===== src/rtl/seat_pkg.sv =====
// Shared types for the seat manager: seat states, command opcodes,
// response codes and the sweep FSM encoding.
package seat_pkg;

    typedef enum logic [1:0] {
        ST_EMPTY    = 2'd0,
        ST_OCCUPIED = 2'd1,
        ST_AWAY     = 2'd2
    } seat_state_t;

    typedef enum logic [1:0] {
        OP_RESERVE = 2'd0,
        OP_AWAY    = 2'd1,
        OP_RETURN  = 2'd2,
        OP_RELEASE = 2'd3
    } seat_op_t;

    typedef enum logic [1:0] {
        RS_OK       = 2'd0,
        RS_CONFLICT = 2'd1,
        RS_BADSEAT  = 2'd2,
        RS_NOTOWNER = 2'd3
    } seat_status_t;

    typedef enum logic {
        FSM_IDLE = 1'b0,
        FSM_SCAN = 1'b1
    } fsm_t;

endpackage


===== src/rtl/seat_tick_gen.sv =====
// Time base for the seat manager: a prescaler that pulses once every
// TICK_DIV cycles and a wrapping time-unit counter advanced by that pulse.
module seat_tick_gen
    import seat_pkg::*;
#(
    parameter int TICK_DIV = 1000,
    parameter int TIME_W   = 11
) (
    input  logic              clk,
    input  logic              rst_n,
    output logic              o_tick,
    output logic [TIME_W-1:0] o_time
);

    localparam int CNT_W = (TICK_DIV > 1) ? $clog2(TICK_DIV) : 1;
    localparam logic [CNT_W-1:0] CNT_LAST = CNT_W'(TICK_DIV - 1);

    logic [CNT_W-1:0]  r_cnt;
    logic [TIME_W-1:0] r_time;

    assign o_tick = (r_cnt == CNT_LAST);
    assign o_time = r_time;

    // Prescaler wraps at TICK_DIV-1; the time counter advances on each wrap.
    always_ff @(posedge clk or negedge rst_n) begin
        if (!rst_n) begin
            r_cnt  <= '0;
            r_time <= '0;
        end else if (o_tick) begin
            r_cnt  <= '0;
            r_time <= r_time + TIME_W'(1);
        end else begin
            r_cnt  <= r_cnt + CNT_W'(1);
        end
    end

endmodule


===== src/rtl/seat_manager.sv =====
// Multi-seat controller: front-desk commands over valid/ready plus a
// periodic sweep that evicts seats left AWAY past their limit.
module seat_manager
    import seat_pkg::*;
#(
    parameter int NUM_SEATS = 32,
    parameter int SEAT_W    = $clog2(NUM_SEATS),
    parameter int ID_W      = 32,
    parameter int TIME_W    = 11,
    parameter int TICK_DIV  = 1000
) (
    input  logic              clk,
    input  logic              rst_n,
    input  logic              cmd_valid,
    output logic              cmd_ready,
    input  logic [1:0]        cmd_op,
    input  logic [SEAT_W-1:0] cmd_seat,
    input  logic [ID_W-1:0]   cmd_id,
    input  logic [TIME_W-1:0] cfg_limit,
    output logic              rsp_valid,
    output logic [1:0]        rsp_status,
    output logic [1:0]        rsp_state,
    output logic              evt_valid,
    output logic [SEAT_W-1:0] evt_seat,
    output logic [ID_W-1:0]   evt_id,
    output logic [SEAT_W:0]   occupancy,
    output logic [TIME_W-1:0] time_out,
    output logic              tick_miss
);

    localparam int OCC_W = SEAT_W + 1;
    localparam logic [SEAT_W-1:0] IDX_LAST = SEAT_W'(NUM_SEATS - 1);

    logic              w_tick;
    logic [TIME_W-1:0] w_time;

    fsm_t              r_fsm;
    logic [SEAT_W-1:0] r_idx;
    logic              r_pend;
    logic              r_miss;

    seat_state_t       r_state [NUM_SEATS];
    logic [ID_W-1:0]   r_owner [NUM_SEATS];
    logic [TIME_W-1:0] r_timer [NUM_SEATS];

    logic              r_rsp_valid;
    seat_status_t      r_rsp_status;
    seat_state_t       r_rsp_state;
    logic              r_evt_valid;
    logic [SEAT_W-1:0] r_evt_seat;
    logic [ID_W-1:0]   r_evt_id;
    logic [OCC_W-1:0]  r_occ;

    logic              w_bad;
    logic [SEAT_W-1:0] w_idx;
    seat_op_t          w_op;
    seat_state_t       w_cur;
    seat_state_t       w_nxt;
    logic              w_match;
    seat_status_t      w_status;
    logic              w_inc;
    logic              w_dec;

    seat_tick_gen #(
        .TICK_DIV (TICK_DIV),
        .TIME_W   (TIME_W)
    ) u_tick (
        .clk    (clk),
        .rst_n  (rst_n),
        .o_tick (w_tick),
        .o_time (w_time)
    );

    assign cmd_ready  = (r_fsm == FSM_IDLE);
    assign rsp_valid  = r_rsp_valid;
    assign rsp_status = r_rsp_status;
    assign rsp_state  = r_rsp_state;
    assign evt_valid  = r_evt_valid;
    assign evt_seat   = r_evt_seat;
    assign evt_id     = r_evt_id;
    assign occupancy  = r_occ;
    assign time_out   = w_time;
    assign tick_miss  = r_miss;

    // Decode the presented command against the target seat's current state.
    always_comb begin
        w_bad    = (int'(cmd_seat) >= NUM_SEATS);
        w_idx    = w_bad ? '0 : cmd_seat;
        w_op     = seat_op_t'(cmd_op);
        w_cur    = r_state[w_idx];
        w_match  = (r_owner[w_idx] == cmd_id);
        w_status = RS_OK;
        w_nxt    = w_cur;
        w_inc    = 1'b0;
        w_dec    = 1'b0;
        if (w_bad) begin
            w_status = RS_BADSEAT;
            w_nxt    = ST_EMPTY;
        end else begin
            unique case (w_op)
                OP_RESERVE: begin
                    if (w_cur == ST_EMPTY) begin
                        w_nxt = ST_OCCUPIED;
                        w_inc = 1'b1;
                    end else begin
                        w_status = RS_CONFLICT;
                    end
                end
                OP_AWAY: begin
                    if (w_cur != ST_OCCUPIED)
                        w_status = RS_CONFLICT;
                    else if (!w_match)
                        w_status = RS_NOTOWNER;
                    else
                        w_nxt = ST_AWAY;
                end
                OP_RETURN: begin
                    if (w_cur != ST_AWAY)
                        w_status = RS_CONFLICT;
                    else if (!w_match)
                        w_status = RS_NOTOWNER;
                    else
                        w_nxt = ST_OCCUPIED;
                end
                OP_RELEASE: begin
                    if (w_cur == ST_EMPTY) begin
                        w_status = RS_CONFLICT;
                    end else if (!w_match) begin
                        w_status = RS_NOTOWNER;
                    end else begin
                        w_nxt = ST_EMPTY;
                        w_dec = 1'b1;
                    end
                end
                default: ;
            endcase
        end
    end

    // IDLE serves commands; SCAN visits one seat per cycle for eviction.
    always_ff @(posedge clk or negedge rst_n) begin
        if (!rst_n) begin
            r_fsm        <= FSM_IDLE;
            r_idx        <= '0;
            r_pend       <= 1'b0;
            r_miss       <= 1'b0;
            r_rsp_valid  <= 1'b0;
            r_rsp_status <= RS_OK;
            r_rsp_state  <= ST_EMPTY;
            r_evt_valid  <= 1'b0;
            r_evt_seat   <= '0;
            r_evt_id     <= '0;
            r_occ        <= '0;
            for (int i = 0; i < NUM_SEATS; i++) begin
                r_state[i] <= ST_EMPTY;
                r_owner[i] <= '0;
                r_timer[i] <= '0;
            end
        end else begin
            r_rsp_valid <= 1'b0;
            r_evt_valid <= 1'b0;
            if (w_tick && r_pend)
                r_miss <= 1'b1;
            unique case (r_fsm)
                FSM_IDLE: begin
                    if (cmd_valid) begin
                        r_rsp_valid  <= 1'b1;
                        r_rsp_status <= w_status;
                        r_rsp_state  <= w_nxt;
                        if (!w_bad) begin
                            r_state[w_idx] <= w_nxt;
                            if (w_status == RS_OK) begin
                                unique case (w_op)
                                    OP_RESERVE: r_owner[w_idx] <= cmd_id;
                                    OP_AWAY:    r_timer[w_idx] <= cfg_limit;
                                    OP_RELEASE: r_owner[w_idx] <= '0;
                                    default: ;
                                endcase
                            end
                        end
                        if (w_inc)
                            r_occ <= r_occ + OCC_W'(1);
                        else if (w_dec)
                            r_occ <= r_occ - OCC_W'(1);
                    end
                    if (w_tick || r_pend) begin
                        r_fsm  <= FSM_SCAN;
                        r_idx  <= '0;
                        r_pend <= 1'b0;
                    end
                end
                FSM_SCAN: begin
                    if (w_tick)
                        r_pend <= 1'b1;
                    if (r_state[r_idx] == ST_AWAY) begin
                        if (r_timer[r_idx] == '0) begin
                            r_state[r_idx] <= ST_EMPTY;
                            r_owner[r_idx] <= '0;
                            r_evt_valid    <= 1'b1;
                            r_evt_seat     <= r_idx;
                            r_evt_id       <= r_owner[r_idx];
                            r_occ          <= r_occ - OCC_W'(1);
                        end else begin
                            r_timer[r_idx] <= r_timer[r_idx] - TIME_W'(1);
                        end
                    end
                    if (r_idx == IDX_LAST)
                        r_fsm <= FSM_IDLE;
                    else
                        r_idx <= r_idx + SEAT_W'(1);
                end
                default: r_fsm <= FSM_IDLE;
            endcase
        end
    end

endmodule

===== config.mk =====
export PLATFORM = sky130hd
export DESIGN_NAME = seat_manager
export DESIGN_NICKNAME = d
export VERILOG_FILES = /design/src/rtl/seat_pkg.sv /design/src/rtl/seat_tick_gen.sv /design/src/rtl/seat_manager.sv
export SDC_FILE = /design/constraint.sdc
export NUM_CORES = 2
export LEC_CHECK = 0
export BUFFER_PORTS_ARGS = -buffer_cell sky130_fd_sc_hd__buf_2
export CAP_MARGIN = 10
export CORE_MARGIN = 5
export CORE_UTILIZATION = 36
export DETAILED_ROUTE_END_ITERATION = 8
export PLACE_DENSITY = 0.52
export SLEW_MARGIN = 20
export SYNTH_ARGS = -nofsm -noshare
export SYNTH_HDL_FRONTEND = slang
export SYNTH_SLANG_ARGS = --single-unit

===== constraint.sdc =====
create_clock -name clk -period 6.4 [get_ports clk]
set_clock_uncertainty 0.1 [all_clocks]
set_input_delay 0.64 -clock clk [delete_from_list [all_inputs] [get_ports clk]]
set_output_delay 0.64 -clock clk [all_outputs]
set_load 0.02 [all_outputs]

# == Word level (Yosys, flattened, before mapping) ==
# Cells that the tools add are included.
# totals
ff_bits,1518
inputBits,53
output_inout_bits,62
elab_cells,251
# op_classes
addsub,6
n_lt_le_gt_ge,4
eq_ne,20
mux,87
n_bitwise,9
n_reduce_logical,16
# op_table
op,count
$mux 1024,4
$pmux 1024 s2,2
$and 1024x1024->1024,2
$not 1024->1024,2
$mux 352,5
$bwmux 1024,1
$bwmux 352,2
$pmux 352 s2,1
$bmux 32 s5,2
$demux 32 s5,2
$mux 32,6
$mux 64,3
$pmux 64 s2,1
$demux 11 s5,2
$and 64x64->64,1
$bwmux 64,1
$not 64->64,1
$bmux 11 s5,1
$mux 11,4
$mux 2,17
$eq 32x32->1,1
$mux 6,5
$bmux 2 s5,2
$demux 2 s5,2
32 further kinds,72

# == Depth between registers and ports, before layout ==
# depth
ltp_word,12
mapped_depth,19
depth_no_buf,13

# == By module ==
# From an unflattened synthesis, not the netlist that was laid out.
# unflattened
hier_cells,6532
area_unflattened_um2,79396.1
# by_module_without_submodules
module,n_inst,cells_per_inst,area_per_inst_um2,seq_area_each_um2
seat_manager,1,6452,78435.2,37460.9
seat_tick_gen,1,80,960.9,525.5

# == Least setup slack after synthesis ==
# OpenSTA, ideal clock, no wires.
# synth_path
kind,register -> register
start,reg r_idx[1]
end,reg r_state[10] (netlist bit)
setup_time_ns,0.122
arrival_ns,4.626
required_time_ns,6.178
path_slack_ns,1.552
stages_incl_launch_ff,20
n_path_buf,8
period_less_slack_ns,4.848
cell_sequence,dfrtp_1 > clkbuf_1 > buf_2 > buf_1 > clkbuf_1 > mux4_2 > a22oi_1 > nand4b_1 > clkbuf_1 > inv_1 > ha_1 > inv_1 > nor2_1 > nand4_1 > nand2_1 > buf_2 > buf_1 > clkbuf_1 > nand2_1 > a32o_1
# synth_between
elab_chain_len,10
elab_cells_between_ends,22
classes_between,order compare (2); eq/ne (3); mux (11); bitwise (3); reduce/logical (3)
# synth_rtl
element,line,source
from (decl),seat_manager.sv:38,logic [SEAT_W-1:0] r_idx;
from (signal assigned),seat_manager.sv:210,r_idx <= r_idx + SEAT_W'(1);
$not 5->6 (not written as such) (*),"seat_manager.sv:195, seat_manager.sv:196, seat_manager.sv:197",
$ge 6x6->1 (not written as such) or $lt 6x1->1 (tied branches),seat_manager.sv:197,r_state[r_idx] <= ST_EMPTY;
$logic_and 1x1->1 (not written as such),seat_manager.sv:197,
$mux 2 (not written as such),seat_manager.sv:197,
$demux 2 s5,seat_manager.sv:197,
$not 64->64 (no line),-,
$and 64x64->64 (no line),-,
$mux 64,seat_manager.sv:196,if (r_timer[r_idx] == '0) begin
$mux 64,seat_manager.sv:195,if (r_state[r_idx] == ST_AWAY) begin
$pmux 64 s2,seat_manager.sv:164,unique case (r_fsm)
"to (signal, indexed assignment)",seat_manager.sv:171,r_state[w_idx] <= w_nxt;
to (decl),seat_manager.sv:42,seat_state_t r_state [NUM_SEATS];
# Every way passes the cells marked *; elsewhere a longest branch is shown, timed or not. The select of a mux whose other input is x is not followed.
# A chain may end at the register's enable or synchronous reset.

# == Worst setup path after layout ==
# layout_path
start,reg r_idx[4]
end,reg r_owner[103] (netlist bit)
# layout_between
elab_chain_len,10
elab_cells_between_ends,22
classes_between,order compare (2); eq/ne (3); mux (11); bitwise (3); reduce/logical (3)
# layout_rtl
element,line,source
$not 5->6 (not written as such) (*),"seat_manager.sv:195, seat_manager.sv:196, seat_manager.sv:198",
$ge 6x6->1 (not written as such) or $lt 6x1->1 (tied branches),seat_manager.sv:198,r_owner[r_idx] <= '0;
$logic_and 1x1->1 (not written as such),seat_manager.sv:198,
$mux 32 (not written as such),seat_manager.sv:198,
$demux 32 s5,seat_manager.sv:198,
$not 1024->1024 (no line),-,
$and 1024x1024->1024 (no line),-,
$mux 1024,seat_manager.sv:196,
$mux 1024,seat_manager.sv:195,
$pmux 1024 s2,seat_manager.sv:164,
"to (signal, indexed assignment)",seat_manager.sv:174,OP_RESERVE: r_owner[w_idx] <= cmd_id;
to (decl),seat_manager.sv:43,logic [ID_W-1:0] r_owner [NUM_SEATS];
# Marks and branches as above.

==> impl_metrics.toml <==
[power_and_ir_drop]
swShare = 0.265
net-switching-power_mw = 6.15
p_seq_frac = 0.456
intPower_mw = 17.0
ir_drop_uv = 233
power.density_mw_per_mm2 = 253
combPwrFrac = 0.099
p_leak_nw = 37.9
power_mw = 23.2
p_clk_frac = 0.445

[clocking]
cts_root_buffer = "clkbuf_16"
cts_inserted_buffers = 173
cts_resized = 0
post_cts_buffers = 0
cts_buffer_depth = 3
path_clk_slew_ns = 0.06
h-tree-depth = 4
insertion_delay_ns = 0.88
cts_tree = "done"
clock-sinks = 1518

[layout]
multi_input_area_mm2 = 0.0386
seq_area_mm2 = 0.0380
drive_gt1_frac = 0.243
finalNetCount = 6465
nFillCells = 20300
area_growth_pct = 16.5

[timing]
hold_violations = 0
finalSetupViolCount = 0
fin_tns_setup_ns = 0
slew_viol_final = 0
slew_headroom = 0.174
fmax_mhz = 170
finalCritPeriodShare = 0.921
period_needed_ns = 5.89
tightest_slew_ns = 1.23
rsz0062_at_grt = "false"

[logic_synthesis]
synthFlopType = "dfrtp_1"
yosysSeqAreaShare = 0.483
syn_inst = 6469
synth_top_area_frac = 0.483
synth_top_area_cell = "dfrtp_1"
synth_warnings = 0
syn_nets = 6532
netlist_area_mm2 = 0.0787
synth_edf_count = 0
synth_area_leaders = "dfrtp_1 48%, o2bb2ai_1 11%, mux2i_1 8.6%"
syn_area_per_cell_um2 = 12.2
postSynth.asyncResetShare = 1.00
ys_ff_latch = 1518
ys_types = 58

[worst_setup_path]
cp.required_ns = 6.99
r2r_start = "r_idx[4]"
end_kind = "flip-flop"
cp_max_fo = 47
critPathLaunchType = "flip-flop"
r2r_cells = 13
arrival_ns = 6.48
r2r_setup_slack_ns = 0.51
worst-setup-path-type = "flip-flop to flip-flop"
r2r_end = "r_owner[103]"

[drt]
vias_per_cell = 7.02
dr_total_vias = 66100
drtIter0Drc = 8966
wl_per_cell_um = 39.0
wirelength_um = 367000
first_pass_iters = 8
route.antenna.remaining_nets = 0
drc = 0

[global_route]
grt_first_pass_wirelength_um = 517000
grt_usage = 0.313
overflow = 0
grt_start_max_net_pins = 168
grt_pass1_vias = 65400
antenna_found_initial = 23

[floorplan]
die_h_um = 478
die_x_um = 478
dieArea_mm2 = 0.228
core_mm2 = 0.217
fp-row-count = 171
start_util = 0.362
io_pins = 115

[min_path]
worstHoldPathCells = 3
hold_path.class = "input port to flip-flop"
min_to = "r_timer[97]"
hold_start = "cfg_limit[9]"

[place]
port_buffers = 114
place.gp.congestion = 0.953
place_hpwl_um = 230000

[flow_run]
cap_violations = 0

[outcome]
outcome = "complete, no violations"
[worst max-delay path, cell delays in order (launching register included)]
cell and delay (ns):
dfrtp_1 0.75, buf_4 0.38, nand4bb_1 0.63, buf_4 0.25, o22ai_1 0.12, nor4_1 0.66, nand2_1 0.31, nor4_1 0.43
nand4_1 0.58, nand2_4 0.34, buf_12 0.39, nand3_4 0.23, buf_12 0.23, o2bb2ai_1 0.16
[Yosys cell counts (55+ instances only)]
cell       instances
dfrtp_1         1518
mux2_2           344
a22oi_1          132
nor2_1            93
nor4_1            80
o2bb2ai_1       1028
buf_1             74
a21oi_1           55
o21ai_0           91
mux4_2           300
nand2_1          255
o22ai_1          662
nand3_1           87
clkbuf_1         534
buf_2            137
a32o_1            65
mux2i_1          676
[area by class of cell]
class                           instances  share of cell area
Inverter                               15            0.000614
Antenna cell                           16            0.000437
Sequential cell                      1518               0.414
Clock buffer                          266              0.0569
Clock inverter                         46             0.00629
Multi-Input combinational cell       4158               0.421
Tap cell                             2854              0.0389
Timing Repair Buffer                  536              0.0618
[cell usage in the layout, fill, tap and decap left out, types with 17 or more instances in the layout]
master	n
buf_4	269
nand2_2	28
buf_12	153
clkbuf_1	46
dfrtp_1	1514
a22oi_1	132
o2bb2ai_1	1028
a2bb2oi_1	22
or4_1	17
nor2_1	90
a32o_1	65
and3_1	31
buf_2	112
nand3_1	35
mux2i_1	676
clkbuf_16	179
o22ai_1	662
nand3_4	62
mux4_2	300
nand2_1	226
clkbuf_8	41
clkinv_2	25
mux2_2	344
a21oi_1	54
o21ai_0	76
and4_1	26
nor4_1	79
[state kept, by name (all words and copies together), names as in the netlist]
name,count
evt_seat,5
r_pend,1
u_tick.o_time,11
evt_id,32
r_timer,352
u_tick.r_cnt,10
r_state,64
r_owner,1024
occupancy,6
rsp_valid,1
rsp_state,2
r_idx,5
tick_miss,1
rsp_status,2
evt_valid,1
r_fsm,1
[how the worst max path moves through the flow]
stage / end / slack [ns] / start
floorplan: r_state[10] / 1.55 / r_idx[1]
global route: r_owner[130] / 0.53 / r_idx[4]
detailed placement: r_timer[138] / 0.08 / cmd_seat[0]
CTS: r_owner[572] / 0.79 / r_idx[4]
global placement: r_timer[137] / 0.03 / cmd_seat[0]
finish: r_owner[103] / 0.51 / r_idx[4]
[per-stage QoR]
step	std cells	cell area (um^2)	util	setup WS [ns]	hold WS, ns
finish	9409	91700	0.422	0.508	0.0446
detailed placement	9080	85800	0.395	0.0801	0.362
CTS	9393	91600	0.422	0.787	0.00702
global placement	9080	85800	0.395	0.0309	0.354
floorplan	6469	78700	-	1.55	0.244
global route	9398	91700	0.422	0.526	0.0546
[layer usage]
layer,vias to the layer above,routed length (um),GRT usage
li1,25600,-,-
met1,34600,145000,0.415
met2,4753,156000,0.452
met3,1120,43700,0.105
met4,10,22900,0.165
met5,-,71,0
[cells by family (layout without fill, tap and decap cells)]
logic type,count (synthesis),count (layout),synth area share
compound gates,2080,2080,0.202
xor+xnor,33,33,0.00367
fa+ha+maj,10,10,0.00159
buf+inv,793,863,0.0416
flops,1518,1518,0.483
mux,1320,1320,0.221
other cells,0,16,0
simple gates,715,715,0.0474
[what timing repair did]
action | CTS | global route
hold buffers | 1 | 0
hold endpoints to repair | 77 | 0
setup endpoints to repair | 0 | 0
[power by group through the flow]
stage / combinational, mW / clock, mW / sequential, mW
after floorplan: 1.34 / 0 / 10.6
after global placement: 2.24 / 0 / 10.7
after detailed placement: 2.27 / 0 / 10.7
after CTS: 2.27 / 10.4 / 10.5
after global routing: 2.43 / 10.8 / 10.6
final: 2.30 / 10.3 / 10.6
Note: power is estimated with default switching activity, not from simulation.
